==> config.mk <==
export PLATFORM = sky130hd
export DESIGN_NAME = gf180mcu_osu_sc_12t_clkdiv
export DESIGN_NICKNAME = d
export VERILOG_FILES = /design/src/rtl/gf180mcu_osu_sc_12t_clkdiv.sv
export SDC_FILE = /design/constraint.sdc
export NUM_CORES = 1
export LEC_CHECK = 0
export BUFFER_PORTS_ARGS = -buffer_cell sky130_fd_sc_hd__buf_4
export CAP_MARGIN = 20
export CORE_ASPECT_RATIO = 1.2
export CORE_MARGIN = 3
export CORE_UTILIZATION = 30
export CTS_BUF_LIST = sky130_fd_sc_hd__clkbuf_4 sky130_fd_sc_hd__clkbuf_8
export DETAILED_ROUTE_END_ITERATION = 12
export GPL_TIMING_DRIVEN = 0
export SLEW_MARGIN = 20
export SYNTH_ARGS = -nofsm -noshare
export SYNTH_HDL_FRONTEND = slang
export SYNTH_SLANG_ARGS = --single-unit
==> constraint.sdc <==
create_clock -name CLK -period 1.4 [get_ports CLK]
set_input_delay 0.07 -clock CLK [delete_from_list [all_inputs] [get_ports CLK]]
set_output_delay 0.07 -clock CLK [all_outputs]
set_load 0.005 [all_outputs]
==> src/rtl/gf180mcu_osu_sc_12t_clkdiv.sv <==
// rtl/gf180mcu_osu_sc_12t_clkdiv.sv - glitch-free programmable 50% duty clock divider
//
// Purpose:
//   Divides CLK by 2*(div_q+1). The ratio and the run request are only sampled
//   at the entry edge (leaving IDLE) and at each Y falling edge, so a running
//   half-period is never truncated or stretched. Only reset may cut a phase short.
//
// Ports:
//   CLK    - input, the single clock (rising edge)
//   RN     - input, asynchronous active-low reset
//   EN     - input, run request, sampled at entry and at Y falling edges
//   DIV    - input [WIDTH-1:0], half-period minus one in CLK cycles
//   Y      - output, divided clock, straight from a flop
//   ACTIVE - output, high while the divider is in RUN
//   TICK   - output, high for the one CLK cycle starting at each Y rising edge

module gf180mcu_osu_sc_12t_clkdiv #(
  parameter int WIDTH = 4
) (
  input  logic             CLK,
  input  logic             RN,
  input  logic             EN,
  input  logic [WIDTH-1:0] DIV,
  output logic             Y,
  output logic             ACTIVE,
  output logic             TICK
);

  typedef enum logic {
    IDLE = 1'b0,
    RUN  = 1'b1
  } state_e;

  state_e           state_q, state_d;
  logic [WIDTH-1:0] cnt_q, cnt_d;
  logic [WIDTH-1:0] div_q, div_d;
  logic             y_q, y_d;
  logic             tick_q, tick_d;
  logic             active_q, active_d;

  always_ff @(posedge CLK or negedge RN) begin
    if (!RN) begin
      state_q  <= IDLE;
      cnt_q    <= '0;
      div_q    <= '0;
      y_q      <= 1'b0;
      tick_q   <= 1'b0;
      active_q <= 1'b0;
    end else begin
      state_q  <= state_d;
      cnt_q    <= cnt_d;
      div_q    <= div_d;
      y_q      <= y_d;
      tick_q   <= tick_d;
      active_q <= active_d;
    end
  end

  always_comb begin
    state_d = state_q;
    cnt_d   = cnt_q;
    div_d   = div_q;
    y_d     = y_q;
    tick_d  = 1'b0;

    case (state_q)
      IDLE: begin
        cnt_d = '0;
        y_d   = 1'b0;
        if (EN) begin
          // Entry edge: latch the ratio; Y stays low so the first low phase
          // is a full div_q+1 cycles.
          state_d = RUN;
          div_d   = DIV;
        end
      end
      RUN: begin
        if (cnt_q == div_q) begin
          cnt_d = '0;
          if (!y_q) begin
            y_d    = 1'b1;
            tick_d = 1'b1;
          end else begin
            // Falling edge closes a full period: the only place in RUN where
            // a new ratio or a stop request is taken.
            y_d = 1'b0;
            if (EN) begin
              div_d = DIV;
            end else begin
              state_d = IDLE;
            end
          end
        end else begin
          cnt_d = cnt_q + WIDTH'(1);
        end
      end
      default: begin
        state_d = IDLE;
        cnt_d   = '0;
        y_d     = 1'b0;
      end
    endcase

    active_d = (state_d == RUN);
  end

  assign Y      = y_q;
  assign TICK   = tick_q;
  assign ACTIVE = active_q;

endmodule

==> impl_metrics.ini <==
[logic_synthesis]
ys_ff_latch = 11
ys.warnings.count = 0
syn-num-nets = 47
syn_inst = 39
yosysSeqAreaShare_pct = 54.9
syn_area_um2 = 502
ys_types = 16
syn_avg_cell_area_um2 = 12.9

[global_routing]
antenna_found_initial = 0
grt.total_usage_pct = 9.40
grt_pass1_wl_um = 1500
grt_pass1_vias = 362
grt_max_degree = 12
grt.overflow.total = 0

[hold_path]
holdPathStages = 2
hold_start = DIV[3]
min_to = div_q[3]$_DFFE_PN0P_
worstHoldPathType = in -> reg

[clock_tree]
cts_buffers = 3
clock_path_buffers = 2
cts.sinks = 11
htree_levels = 1
insertion_delay_ns = 0.26
clk_pin_slew_ns = 0.07
root_buffer = clkbuf_4
cts_tree = built

[worst_setup_path]
cp-end-kind = flip-flop
arrival_ns = 1.65
reg2reg_setup_slack_ns = -0.11
worstPathMaxFanout = 4
critPathMaxStageDelay_ns = 0.40
critPathSlowestCell = dfrtp_1
required_ns = 1.55
reg2reg_to = div_q[0]$_DFFE_PN0P_
worstPathCellList = xnor2_2, nand4_2, mux2i_4, mux2_1
crit_type = reg -> reg
rr_startpoint = div_q[0]$_DFFE_PN0P_
reg2reg_depth = 4
cp-start-kind = flip-flop

[detailed_routing]
drc_errors = 0
drt-vias-per-instance = 4.51
ant_nets = 0
drt-initial-drc-count = 0
vias = 334
wl_um = 845
first_pass_iters = 1
avgRoutedWirePerCell_um = 11.4

[die]
die_width_um = 43.3
die_height_um = 50.8
coreArea_mm2 = 0.00150
rows = 15
dieArea_mm2 = 0.00220
initial_utilization_pct = 33.4
pin_count = 10

[power]
power_leakage_nw = 0.323
ir_drop_mv = 1.05
power_mw = 1.61
pwr_density_cell_mw_per_mm2 = 2340

[cells_and_area]
n_fill_cell = 158
drive_gt1_share_pct = 45.6
syn_to_final_growth_pct = 36.9
diodes = 0
nets = 66

[sta]
tightestPinTransition_ns = 0.234
slew_headroom_pct = 84.0
max_freq_mhz = 663
min_period_ns = 1.51
fin_skew_ns = 0.000732
min_period_over_period_pct = 108
worst_slack_ns = -0.107
maxSlewViolCount = 0
setup_viol = 5
rsz0062_at_grt = true
finalHoldViolCount = 0

[placed_design]
portBuffers = 9
post-place-ws_ns = -0.256
gp_congestion = 0.610

[run]
cap_violations = 0

[outcome]
violations = negative setup slack
status = finished, violations left
-- area by class of cell --
cell class	count	area, µm²	area share [%]
flip-flops and latches	11	277	40.3
multi-input cells	27	248	36.1
repair buffers	14	108	15.7
clock buffers	4	30.0	4.37
well taps	17	21.3	3.10
inverters	1	3.75	0.546
-- what timing repair did --
item	CTS	global route
resized for setup	2	4
hold buffers	1	0
setup buffers	3	1
hold endpoints to repair	11	0
pin swaps	3	1
setup endpoints to repair	4	6
-- flip-flops by register name, summed over array words and instances (netlist names) --
register,flops
cnt_q,4
div_q,4
ACTIVE,1
TICK,1
Y,1
-- logic make-up (layout without fill, tap and decap cells) --
kind of cell	after synthesis	count (layout)	synth area share (%)
buffers and inverters	1	19	0.747
multiplexers	5	5	14.2
AND/OR/NAND/NOR	13	13	14.5
XOR/XNOR	7	7	12.2
flip-flops	11	11	54.9
AO/OA/AOI/OAI	1	1	0.997
adder cells (fa/ha/maj)	1	1	2.49
-- placed cells by master, fill, tap and decap left out --
cell / count
nand3_1: 1
and3_2: 1
mux2i_4: 1
and2_1: 1
inv_1: 1
mux2_4: 1
nand4_2: 1
nand2b_1: 3
xnor2_2: 3
nand2_1: 1
buf_4: 13
xnor2_1: 3
nor2_1: 4
clkbuf_4: 4
o21ai_1: 1
mux2_1: 3
dlygate4sd3_1: 1
ha_1: 1
dfrtp_1: 10
nand2_2: 1
xor2_1: 1
dfrtp_2: 1
-- synth_stat cells --
cell | instances | area share, %
nand3_1 | 1 | 1.0
dfrtp_1 | 11 | 55
mux2_1 | 3 | 6.7
nand2_1 | 2 | 1.5
nand4_2 | 1 | 2.5
xnor2_1 | 6 | 10
mux2i_4 | 1 | 4.5
and3_2 | 1 | 1.5
ha_1 | 1 | 2.5
inv_1 | 1 | 0.75
o21ai_0 | 1 | 1.0
nor2_1 | 4 | 3.0
and2_1 | 1 | 1.2
nand2b_1 | 3 | 3.7
xor2_1 | 1 | 1.7
mux2_4 | 1 | 3.0
-- routing by layer --
metal	global-route usage (%)	share of wire, %
met1	12.4	45
met4	4.52	0
met3	3.23	4.4
met5	0	0
met2	13.5	51
-- through the flow --
step,setup TNS [ns],cells,hold WS [ns],utilization (%),cell area [µm²]
2_1_floorplan,-0.339,39,-0.226,-,502
4_1_cts,-0.422,73,0.0153,44.1,662
6_report,-0.443,74,0.0224,45.8,687
3_5_place_dp,-0.989,65,-0.0869,39.3,591
5_1_grt,-1.08,74,0.0126,45.8,687
3_3_place_gp,-0.984,65,-0.0893,39.3,591
-- worst max-delay path by stage --
stage                              start                    to  slack, ns  cells past startpoint
global route          cnt_q[2]$_DFF_PN0_  div_q[3]$_DFFE_PN0P_      -0.22                      4
floorplan             cnt_q[2]$_DFF_PN0_  div_q[0]$_DFFE_PN0P_      -0.09                      4
CTS                 div_q[0]$_DFFE_PN0P_  div_q[0]$_DFFE_PN0P_      -0.11                      4
global placement      cnt_q[0]$_DFF_PN0_  div_q[3]$_DFFE_PN0P_      -0.26                      4
detailed placement    cnt_q[0]$_DFF_PN0_  div_q[0]$_DFFE_PN0P_      -0.26                      4
finish              div_q[0]$_DFFE_PN0P_  div_q[0]$_DFFE_PN0P_      -0.11                      4
-- critical path: cells and delay by family (launching register included) --
kind	cells	cell delay, ns
muxes	2	0.63
DFF	1	0.40
and+or+nand+nor	1	0.18
xor gates and xnor gates	1	0.18
-- where the power goes --
part | total (mW) | internal, mW | switching (mW)
sequential | 0.616 | 0.475 | 0.141
combinational | 0.760 | 0.475 | 0.285
clock | 0.233 | 0.129 | 0.104
total | 1.61 | 1.08 | 0.530
Power figures use the tool's default switching activity.
